`src/rtl/jk_excitation_gen.sv`:
```
// J/K excitation generator: turns a FIFO of target words into per-bit J/K drive for a JK bank.
// Optional build macro JKGEN_TOGGLE_EN selects toggle (J=K=1) encoding for changing bits.
module jk_excitation_gen #(
    parameter int unsigned WIDTH = 8,
    parameter int unsigned DEPTH = 4,
    parameter int unsigned CNT_W = 16
) (
    input  logic                     clk,
    input  logic                     rst,
    input  logic                     in_valid,
    output logic                     in_ready,
    input  logic [WIDTH-1:0]         in_target,
    input  logic                     jk_en,
    input  logic                     sync_valid,
    input  logic [WIDTH-1:0]         sync_q,
    output logic [WIDTH-1:0]         J,
    output logic [WIDTH-1:0]         K,
    output logic                     jk_valid,
    output logic [WIDTH-1:0]         q_model,
    output logic [$clog2(DEPTH):0]   fifo_count,
    output logic [CNT_W-1:0]         trans_cnt
);

    localparam int unsigned PTR_W  = $clog2(DEPTH);
    localparam int unsigned FCNT_W = PTR_W + 1;
    localparam int unsigned PC_W   = $clog2(WIDTH + 1);
    localparam int unsigned SUM_W  = CNT_W + PC_W;

    logic [WIDTH-1:0] mem [DEPTH];
    logic [PTR_W-1:0] wr_ptr;
    logic [PTR_W-1:0] rd_ptr;

    logic             push;
    logic             issue;
    logic [WIDTH-1:0] head;
    logic [WIDTH-1:0] diff;
    logic [PC_W-1:0]  pc;
    logic [SUM_W-1:0] sum;
    logic [CNT_W-1:0] cnt_next;
    logic [WIDTH-1:0] j_next;
    logic [WIDTH-1:0] k_next;

    // No full-cycle bypass: a full FIFO refuses input even while popping.
    assign in_ready = (fifo_count != FCNT_W'(DEPTH));

    always_comb begin
        push     = in_valid & in_ready;
        issue    = jk_en & (fifo_count != '0) & ~sync_valid;
        head     = mem[rd_ptr];
        diff     = q_model ^ head;
        pc       = '0;
        for (int unsigned i = 0; i < WIDTH; i++) begin
            pc = pc + PC_W'(diff[i]);
        end
        sum      = SUM_W'(trans_cnt) + SUM_W'(pc);
        cnt_next = (|sum[SUM_W-1:CNT_W]) ? '1 : sum[CNT_W-1:0];
`ifdef JKGEN_TOGGLE_EN
        j_next   = diff;
        k_next   = diff;
`else
        j_next   = ~q_model & head;
        k_next   = q_model & ~head;
`endif
    end

    // Storage array carries no reset; validity is tracked by the pointers.
    always_ff @(posedge clk) begin
        if (!rst && push) begin
            mem[wr_ptr] <= in_target;
        end
    end

    always_ff @(posedge clk) begin
        if (rst) begin
            wr_ptr     <= '0;
            rd_ptr     <= '0;
            fifo_count <= '0;
            J          <= '0;
            K          <= '0;
            jk_valid   <= 1'b0;
            q_model    <= '0;
            trans_cnt  <= '0;
        end else begin
            if (push) begin
                wr_ptr <= wr_ptr + PTR_W'(1);
            end
            if (issue) begin
                rd_ptr <= rd_ptr + PTR_W'(1);
            end
            case ({push, issue})
                2'b10:   fifo_count <= fifo_count + FCNT_W'(1);
                2'b01:   fifo_count <= fifo_count - FCNT_W'(1);
                default: fifo_count <= fifo_count;
            endcase

            J        <= '0;
            K        <= '0;
            jk_valid <= 1'b0;
            if (sync_valid) begin
                q_model <= sync_q;
            end else if (issue) begin
                J         <= j_next;
                K         <= k_next;
                jk_valid  <= 1'b1;
                q_model   <= head;
                trans_cnt <= cnt_next;
            end
        end
    end

endmodule

```
`config.mk`:
```
export PLATFORM = sky130hd
export DESIGN_NAME = jk_excitation_gen
export DESIGN_NICKNAME = d
export VERILOG_FILES = /design/src/rtl/jk_excitation_gen.sv
export SDC_FILE = /design/constraint.sdc
export NUM_CORES = 1
export LEC_CHECK = 0
export BUFFER_PORTS_ARGS = -buffer_cell sky130_fd_sc_hd__buf_2
export CAP_MARGIN = 40
export CORE_AREA = 2 2 76 107
export DETAILED_ROUTE_END_ITERATION = 10
export DIE_AREA = 0 0 78 109
export PLACE_DENSITY_LB_ADDON = 0.25
export SLEW_MARGIN = 20
export SYNTH_ARGS = -nofsm -noshare
export SYNTH_HDL_FRONTEND = slang
export SYNTH_SLANG_ARGS = --single-unit
```
`constraint.sdc`:
```
create_clock -name clk -period 6.8 [get_ports clk]
set_input_delay 1.36 -clock clk [delete_from_list [all_inputs] [get_ports clk]]
set_output_delay 1.36 -clock clk [all_outputs]
set_load 0.05 [all_outputs]
```
==> metrics.cfg, run 1 <==
[clocking]
clockBufferDepth = 2
h-tree-depth = 3
cts-hold-fix-buffers = 0
cts-resized-gates = 0
numCtsBuffers = 9
clk_pin_slew_ns = 0.08
postCtsSetupRepairBufs = 0
clock_tree.root_cell = clkbuf_8
clk_latency_ns = 0.37
clkSinkCount = 82
cts_tree = built

[critical_path]
rr_worst_depth = 15
cp-end-kind = flop
path_class = reg -> reg
cp.required_ns = 7.02
start_kind = flop
path_max_fanout = 8
arrival_ns = 5.35

[final_layout]
stdcell_count = 497
seqCellArea_sq_um = 1960
final_area_sq_um = 4330
nets = 446
area_growth_pct = 16.6
nFillCells = 694
layout_common_cells = buf_2, dfxtp_1, edfxtp_1
diodes = 0
drive_above_1_share_pct = 24.7
multi_input_area_sq_um = 1590
layout_commonest_cell = buf_2

[drt]
drc = 0
postRouteAntennaNets = 0
wirelength_mm = 7.14
vias = 2496
firstDrtPassIters = 4
viasPerCell = 5.02
routedWlPerCell_microns = 14.4
drt_iter0_markers = 194

[synth]
netlist.area_leader.share_pct = 27.0
synth_largest_area_cell = dfxtp_1
syn_inst = 324
synth_cell_types = 41
avgSynthCellArea_sq_um = 11.4
ys_warn_count = 0
synthArstFlopShare_pct = 0
ys.flop_type = dfxtp_1
synth_area_leaders = dfxtp_1, edfxtp_1, ha_1
synth_edf_count = 32
yosysSeqAreaShare_pct = 52.9
netlist_area_sq_um = 3710
synth_fp_nets = 378
ys_seq_elements = 82

[sta]
clock.fmax_mhz = 195
period_share_pct = 75.4
relSlewSlack_pct = 55.7
tns_ns = 0
fin_skew_ns = 0.00844
rsz0062_at_grt = no
setup_viol = 0
drv_slew = 0
timing.hold.ws_ns = 0.511
min_period_ns = 5.13
worstMarginPinSlew_ns = 0.665
hold_violations = 0
setup_slack_ns = 1.67

[power_and_ir_drop]
ir_drop_v = 0.000161
powerDensity_nw_per_um2 = 297
leakage_nw = 1.82

[floorplanning]
die_w_microns = 78
start_util_pct = 48.8
rows = 38
dieArea_sq_um = 8500
die_h_microns = 109
io-pin-count = 66
coreArea_sq_um = 7610

[run_status]
status = completed

[global_routing]
grt_usage_pct = 18.0
antenna_found_initial = 0
overflow = 0
grt_pass1_vias = 2336
grt_max_degree = 35
grt_pass1_wl_mm = 11.4

[placed_design]
gp_congestion = 0.796
postPlaceCellArea_sq_um = 4120
portBuffers = 65
placed_cells = 480
pre_cts_slack_ns = 1.62
dp_hpwl_mm = 5.24

[min_path]
hold_class = reg -> reg
whs_path_depth = 2

[run]
max-cap-violations = 0

## through the flow
step,utilization (%),total power [mW]
after floorplan,-,0.854
after global placement,54.2,0.945
after detailed placement,54.2,0.952
final,56.9,1.29
after global routing,56.9,1.37
after CTS,56.8,1.30
## routing by layer
metal  vias up  track usage, %  wire length [microns]
met2        60            30.5                   3650
met5         -               0                      0
met4         0            9.65                    159
met3        14            3.97                    310
met1      1173            21.3                   3020
li1       1249               -                      -
## sequential cells by signal (all words and copies together), names as in the netlist, named ones only
name,count
J,8
jk_valid,1
K,8
q_model,8
trans_cnt,16
rd_ptr,2
fifo_count,3
mem,32
wr_ptr,2
## path summary, 6_finish.rpt
check	startpoint	end	slack (ns)
worst max register to register	flop	trans_cnt[1]	1.67
worst max-delay path	flop	trans_cnt[1]	1.67
worst min register to register	wr_ptr[1]	wr_ptr[1]	0.51
worst min-delay path	wr_ptr[1]	wr_ptr[1]	0.51
## synthesized netlist by cell type (5+ instances only)
| master | count |
|---|---|
| xnor2_1 | 8 |
| xor2_1 | 9 |
| clkbuf_1 | 6 |
| and2_1 | 20 |
| mux4_2 | 8 |
| nand2_1 | 23 |
| edfxtp_1 | 32 |
| fa_1 | 6 |
| nor2_1 | 23 |
| a21oi_1 | 27 |
| o21ai_0 | 5 |
| dfxtp_1 | 50 |
| inv_1 | 30 |
| ha_1 | 27 |
## worst max-delay path: stages, from the launching register on
cell,delay (ns)
dfxtp_1,0.66
mux4_2,0.62
ha_1,0.30
inv_1,0.05
fa_1,0.49
fa_1,0.55
inv_1,0.06
fa_1,0.56
fa_1,0.19
inv_1,0.05
fa_1,0.39
a21o_1,0.20
a21oi_2,0.31
nor2_1,0.11
nor3_1,0.30
a211oi_1,0.14
## cell type report
cell class              instances  share of cell area (%)
multi-input cells             202                    36.8
clock buffers                  10                    2.95
inverters                      30                    2.60
well taps                     100                    2.89
repair buffers                 67                    7.87
flip-flops and latches         82                    45.4
clock inverters                 6                    1.53
## cell families (layout without fill, tap and decap cells)
| logic type | Yosys count | in the layout | synth area share, % |
|---|---|---|---|
| AOI/OAI and AO/OA | 50 | 50 | 8.16 |
| muxes | 8 | 8 | 4.86 |
| buffers and inverters | 40 | 113 | 4.18 |
| DFF | 82 | 82 | 52.9 |
| and+or+nand+nor | 94 | 94 | 13.5 |
| xor gates and xnor gates | 17 | 17 | 4.02 |
| adders and majority gates | 33 | 33 | 12.3 |
## report_power, final
group | internal [mW] | total (mW) | switching, mW
logic | 0.140 | 0.375 | 0.235
registers | 0.536 | 0.563 | 0.0264
clock network | 0.170 | 0.348 | 0.178
(Power assumes the default switching activity.)
==> inputs of run 2 (changes only) <==
clock period = 4.5 ns   (was 6.8 ns; I/O delays follow)
==> run 2 against run 1 <==
Against the previous run: sequential cell count unchanged; global-route usage up 0.28 points; fmax up 16%; sequential power up 50%; critical path depth up 1; critical endpoint is now trans_cnt[12].
==> metrics.cfg, run 2 (synthesized netlist as in run 1, its figures left out) <==
[critical_path]
arrival_ns = 4.64  ; was 5.35 ns
reg2reg_to = trans_cnt[12]  ; was trans_cnt[1]
cp-end-kind = flop  ; unchanged
path_max_fanout = 7  ; was 8
path_class = reg -> reg  ; unchanged
cp.required_ns = 4.73  ; was 7.02 ns
reg2reg_slack_ns = 0.08  ; was 1.67 ns
rr_worst_depth = 16  ; was 15
start_kind = flop  ; unchanged

[drt]
firstDrtPassIters = 4  ; unchanged
postRouteAntennaNets = 0  ; unchanged
wirelength_mm = 7.20  ; was 7.14 mm
vias = 2538  ; was 2,496
routedWlPerCell_microns = 14.2  ; was 14.4 microns
drc = 0  ; unchanged
drt_iter0_markers = 125  ; was 194
viasPerCell = 5.03  ; was 5.02

[sta]
fin_skew_ns = 0.00757  ; was 0.00844 ns
worstMarginPinSlew_ns = 0.865  ; was 0.665 ns
clock.fmax_mhz = 226  ; was 195 MHz
period_share_pct = 98.2  ; was 75.4%
rsz0062_at_grt = yes  ; was no
tns_ns = 0  ; unchanged
min_period_ns = 4.42  ; was 5.13 ns
setup_viol = 0  ; unchanged
relSlewSlack_pct = 42.3  ; was 55.7%
timing.hold.ws_ns = 0.515  ; was 0.511 ns
drv_slew = 0  ; unchanged
hold_violations = 0  ; unchanged

[run]
max-cap-violations = 0  ; unchanged

[clocking]
numCtsBuffers = 9  ; unchanged
clkSinkCount = 82  ; unchanged
h-tree-depth = 3  ; unchanged
clock_tree.root_cell = clkbuf_8  ; unchanged
clk_pin_slew_ns = 0.08  ; about the same
cts_tree = built  ; unchanged
clk_latency_ns = 0.36  ; was 0.37 ns
clockBufferDepth = 2  ; unchanged

[final_layout]
layout_common_cells = buf_2, dfxtp_1, edfxtp_1  ; unchanged
final_area_sq_um = 4520  ; was 4330 sq um
top_register = mem  ; unchanged
nFillCells = 657  ; was 694
drive_above_1_share_pct = 30.1  ; was 24.7%
nets = 454  ; was 446
layout_commonest_cell = buf_2  ; unchanged
stdcell_count = 505  ; was 497
area_growth_pct = 21.8  ; was 16.6%
diodes = 0  ; unchanged
reg_top3 = mem: 32 flops, trans_cnt: 16 flops  ; unchanged
largest_reg_flops = 32  ; unchanged

[floorplanning]
start_util_pct = 48.8  ; unchanged
die_h_microns = 109  ; unchanged
coreArea_sq_um = 7610  ; unchanged
io-pin-count = 66  ; unchanged
die_w_microns = 78  ; unchanged
rows = 38  ; unchanged
dieArea_sq_um = 8500  ; unchanged

[global_routing]
grt_pass1_wl_mm = 11.5  ; was 11.4 mm
overflow = 0  ; unchanged
grt_max_degree = 35  ; unchanged
grt_usage_pct = 18.3  ; was 18.0%
antenna_found_initial = 0  ; unchanged
grt_pass1_vias = 2387  ; was 2,336

[placed_design]
dp_hpwl_mm = 5.28  ; was 5.24 mm
gp_congestion = 0.796  ; about the same
postPlaceCellArea_sq_um = 4200  ; was 4120 sq um
portBuffers = 65  ; unchanged
placed_cells = 488  ; was 480

[power_and_ir_drop]
powerDensity_nw_per_um2 = 450  ; was 297 nW/um^2
ir_drop_v = 0.000247  ; was 0.000161 V
power_mw = 2.03  ; was 1.29 mW
leakage_nw = 1.91  ; was 1.82 nW

[min_path]
hold_path_end = wr_ptr[1]  ; unchanged
min_from = wr_ptr[1]  ; unchanged
whs_path_depth = 2  ; unchanged
hold_class = reg -> reg  ; unchanged

[run_status]
status = completed  ; unchanged

## run 2: cell count changes in the layout (fill, tap and decap cells not counted), moves of 2 or more
cell,before,now
inv_1,30,28
inv_2,0,2
fa_2,0,2
fa_1,6,4
buf_4,2,8
a21oi_1,27,25
clkinv_4,1,3
## run 2: metal layers
layer	vias to the layer above	track usage (%)	share of wire, %
li1	1261	-	-
met1	1202	21.5	41
met2	63	30.4	52
met3	12	4.64	4.2
met4	0	10.4	2.6
met5	-	0	0
## run 2: worst max path at each step
stage	start	end	slack, ns	cells past startpoint
floorplan	flop	trans_cnt[14]	0.009	16
global placement	flop	trans_cnt[12]	-0.02	15
detailed placement	flop	trans_cnt[12]	-0.1	15
CTS	flop	trans_cnt[14]	0.006	15
global route	flop	trans_cnt[12]	-0.07	16
finish	flop	trans_cnt[12]	0.08	16
## run 2: final cells by class
class	instances	area, sq um	area share, %
Timing Repair Buffer	75	417	9.22
Multi-Input combinational cell	202	1670	37.0
Clock buffer	9	124	2.74
Sequential cell	82	1970	43.5
Tap cell	100	125	2.77
Inverter	30	113	2.49
Clock inverter	7	103	2.27
## run 2: per-stage QoR
step                      utilization [%]  setup WS, ns
after detailed placement             55.2       -0.0978
after CTS                            58.3       0.00624
final                                59.4        0.0831
after global routing                 59.4       -0.0675
after global placement               55.2       -0.0236
after floorplan                         -       0.00944
## run 2: power by group
group	leakage [nW]	internal, mW	switching, mW
Combinational	1.10	0.227	0.371
Clock	0.110	0.317	0.272
Sequential	0.697	0.811	0.0346
## run 2: critical path, stage by stage (launching register included)
cell and delay, ns:
dfxtp_4 0.38, mux4_2 0.54, ha_4 0.28, inv_2 0.03, fa_1 0.47, fa_1 0.51
inv_1 0.05, fa_1 0.45, fa_2 0.36, inv_2 0.06, fa_2 0.20, a21o_1 0.15
a21oi_4 0.07, buf_12 0.15, nor4_4 0.31, and3_4 0.23, nor3_2 0.04
## run 2: repair_timing
item | in CTS | in global routing
endpoints found under the setup margin | 16 | 16
resized for setup | 4 | 14
pin swaps | 1 | 13
hold buffers | 0 | 0
setup buffers | 0 | 1
==> inputs of run 3 (changes only) <==
ABC_AREA = 1   (was unset)
CORE_AREA = 2 2 79 111   (was 2 2 76 107)
DIE_AREA = 0 0 81 113   (was 0 0 78 109)
SKIP_LAST_GASP = 1   (was unset)
==> run 3 against run 2 <==
Against the previous run: synthesized area is 7.7% higher; register-to-register slack better by 0.20 ns; critical endpoint is now trans_cnt[6]; die area is 7.7% higher; sequential cell count stayed put; critical path type unchanged; fmax is 4.7% higher; core utilization is 0.62 points lower; sequential power is 3.1% lower; synthesized cell count is 35% higher; setup slack better by 0.20 ns; clock power is 26% higher; largest power group unchanged; largest cell class unchanged; sequential share of layout area is 2.2 points lower.
==> metrics.cfg, run 3 <==
[run_status]
status = completed  ; unchanged

[final_layout]
top_register = mem  ; unchanged
largest_reg_flops = 32  ; unchanged
seqCellArea_sq_um = 1970  ; unchanged
diodes = 0  ; unchanged
nets = 566  ; was 454
layout_common_cells = nand2_1, inv_1, buf_2  ; was buf_2, dfxtp_1, edfxtp_1
drive_above_1_share_pct = 23.6  ; was 30.1%
nFillCells = 743  ; was 657
reg_top3 = mem: 32 flops, trans_cnt: 16 flops  ; unchanged
layout_commonest_cell = nand2_1  ; was buf_2
area_growth_pct = 19.2  ; was 21.8%
multi_input_area_sq_um = 1660  ; was 1670 sq um

[run]
max-cap-violations = 0  ; unchanged

[critical_path]
path_max_fanout = 6  ; was 7
path_class = reg -> reg  ; unchanged
cp-end-kind = flop  ; unchanged
cp.required_ns = 4.73  ; about the same
reg2reg_slack_ns = 0.28  ; was 0.08 ns
start_kind = flop  ; unchanged
arrival_ns = 4.45  ; was 4.64 ns

[clocking]
cts_tree = built  ; unchanged
cts-hold-fix-buffers = 0  ; unchanged
clk_pin_slew_ns = 0.06  ; was 0.08 ns
clk_latency_ns = 0.34  ; was 0.36 ns
clock_tree.root_cell = clkbuf_16  ; was clkbuf_8
clockBufferDepth = 2  ; unchanged
clkSinkCount = 82  ; unchanged
h-tree-depth = 3  ; unchanged
numCtsBuffers = 9  ; unchanged

[placed_design]
dp_hpwl_mm = 6.18  ; was 5.28 mm
portBuffers = 65  ; unchanged
gp_congestion = 0.861  ; was 0.796
pre_cts_slack_ns = 0.0879  ; was -0.0978 ns

[drt]
postRouteAntennaNets = 0  ; unchanged
firstDrtPassIters = 4  ; unchanged
viasPerCell = 4.95  ; was 5.03
drt_iter0_markers = 123  ; was 125
routedWlPerCell_microns = 13.4  ; was 14.2 microns
vias = 3065  ; was 2,538
wirelength_mm = 8.27  ; was 7.20 mm
drc = 0  ; unchanged

[synth]
synth.mux.area_fraction_pct = 0  ; was 4.86%
synth.most_common_cell = nand2_1  ; was dfxtp_1
yosysSeqAreaShare_pct = 49.1  ; was 52.9%
synth_edf_count = 32  ; unchanged
netlist_area_sq_um = 3990  ; was 3710 sq um
synth_xor_area_share_pct = 0.658  ; was 4.01%
netlist.area_leader.share_pct = 25.1  ; was 27.0%
netlist_top_cells_count = nand2_1, inv_1, dfxtp_1, nor2_1, edfxtp_1  ; was dfxtp_1, edfxtp_1, inv_1, a21oi_1, ha_1
avgSynthCellArea_sq_um = 9.10  ; was 11.4 sq um
synth_area_leaders = dfxtp_1, edfxtp_1, ha_1  ; unchanged
ys_warn_count = 0  ; unchanged
synthSimpleGateAreaFrac_pct = 18.9  ; was 13.5%
synth_top_family_by_area = simple AND/OR/NAND/NOR gates  ; unchanged
syn_inst = 439  ; was 324
synthArstFlopShare_pct = 0  ; unchanged
synth_largest_area_cell = dfxtp_1  ; unchanged
synth_fa_ha_area_share_pct = 11.5  ; was 12.3%
synth_compound_gate_area_share_pct = 9.96  ; was 8.16%
ys.flop_type = dfxtp_1  ; unchanged
synth_cell_types = 35  ; was 41
ys_seq_elements = 82  ; unchanged
synth_fp_nets = 493  ; was 378

[floorplanning]
start_util_pct = 49.3  ; was 48.8%
coreArea_sq_um = 8100  ; was 7610 sq um
io-pin-count = 66  ; unchanged
die_h_microns = 113  ; was 109 microns
rows = 39  ; was 38
die_w_microns = 81  ; was 78 microns
dieArea_sq_um = 9150  ; was 8500 sq um

[power_and_ir_drop]
leakage_nw = 2.24  ; was 1.91 nW
ir_drop_v = 0.000222  ; was 0.000247 V
powerDensity_nw_per_um2 = 426  ; was 450 nW/um^2

[global_routing]
antenna_found_initial = 0  ; unchanged
overflow = 0  ; unchanged
grt_pass1_vias = 2935  ; was 2,387
grt_usage_pct = 19.6  ; was 18.3%
grt_pass1_wl_mm = 13.6  ; was 11.5 mm
grt_max_degree = 29  ; was 35

[sta]
setup_slack_ns = 0.283  ; was 0.0831 ns
clock.fmax_mhz = 237  ; was 226 MHz
hold_violations = 0  ; unchanged
tns_ns = 0  ; unchanged
worstMarginPinSlew_ns = 0.789  ; was 0.865 ns
fin_skew_ns = 0.00817  ; was 0.00757 ns
relSlewSlack_pct = 47.2  ; was 42.3%
drv_slew = 0  ; unchanged
setup_viol = 0  ; unchanged
period_share_pct = 93.7  ; was 98.2%
rsz0062_at_grt = no  ; was yes
min_period_ns = 4.22  ; was 4.42 ns

[min_path]
hold_class = reg -> reg  ; unchanged

run 3: cell count changes in the layout (fill, tap and decap cells not counted), sizes merged, moves of 6 or more:
cell	previous run	this run
nand3	4	20
a32oi	0	8
xor2	9	0
inv	31	81
nand4	2	8
nand2	23	86
o21ai	9	22
nor2	24	47
and2	20	0
mux4	8	0
run 3: what timing repair did:
action                                  in CTS  in global routing
setup buffers                                0                  1
endpoints found under the setup margin       0                 14
resized for setup                            0                  7
run 3: area by class of cell:
cell class / count / area share (%)
Sequential cell: 82 / 41.3
Multi-Input combinational cell: 263 / 34.8
Clock buffer: 11 / 5.34
Clock inverter: 5 / 1.08
Tap cell: 102 / 2.68
Timing Repair Buffer: 73 / 8.10
Inverter: 83 / 6.73
run 3: stage by stage:
| stage | util [%] | power (mW) | instance area [sq um] | hold WS, ns | std cells |
|---|---|---|---|---|---|
| 2_1_floorplan | - | 1.16 | 3990 | 0.436 | 439 |
| 3_3_place_gp | 54.6 | 1.29 | 4420 | 0.457 | 602 |
| 3_5_place_dp | 54.6 | 1.30 | 4420 | 0.476 | 602 |
| 4_1_cts | 58.4 | 2.04 | 4730 | 0.495 | 618 |
| 5_1_grt | 58.8 | 2.14 | 4760 | 0.516 | 619 |
| 6_report | 58.8 | 2.03 | 4760 | 0.483 | 619 |
run 3: cells by family (layout without fill, tap and decap cells):
logic type                 count (synthesis)  in the layout
adders and majority gates                 33             33
buffers and inverters                     94            172
and+or+nand+nor                          164            164
xor gates and xnor gates                   3              3
AOI/OAI and AO/OA                         63             63
DFF                                       82             82
run 3: per-layer routing:
metal  vias to the layer above  GRT usage, %  wire (microns)
li1                       1550             -               -
met4                         0          8.02             182
met2                        84          34.4            4350
met5                         -             0               0
met3                        13          4.55             445
met1                      1418          22.4            3290
run 3: worst max-delay path, cell delays in order, from the launching register on:
cell	delay (ns)
dfxtp_4	0.36
clkinv_2	0.07
nand2_1	0.06
a32oi_2	0.23
ha_1	0.28
inv_1	0.07
fa_1	0.43
fa_1	0.54
inv_1	0.06
fa_1	0.51
fa_2	0.40
inv_1	0.10
fa_2	0.20
inv_1	0.05
nor2_2	0.13
nor2_1	0.08
nor2_4	0.15
nand2_1	0.10
nand2_1	0.07
nand2_1	0.05
o21ai_1	0.12
inv_1	0.05
run 3: final timing paths:
path	startpoint	to	depth (start not counted)
setup reg to reg	flop	trans_cnt[6]	21
setup / recovery	flop	trans_cnt[6]	21
hold reg to reg	rd_ptr[0]	rd_ptr[0]	1
hold / removal	rd_ptr[0]	rd_ptr[0]	1
run 3: power by group:
group / leakage, nW / switching (mW) / internal (mW) / total, mW
combinational: 1.40 / 0.289 / 0.178 / 0.467
sequential: 0.697 / 0.0185 / 0.802 / 0.820
clock: 0.148 / 0.282 / 0.459 / 0.741
total: 2.24 / 0.589 / 1.44 / 2.03
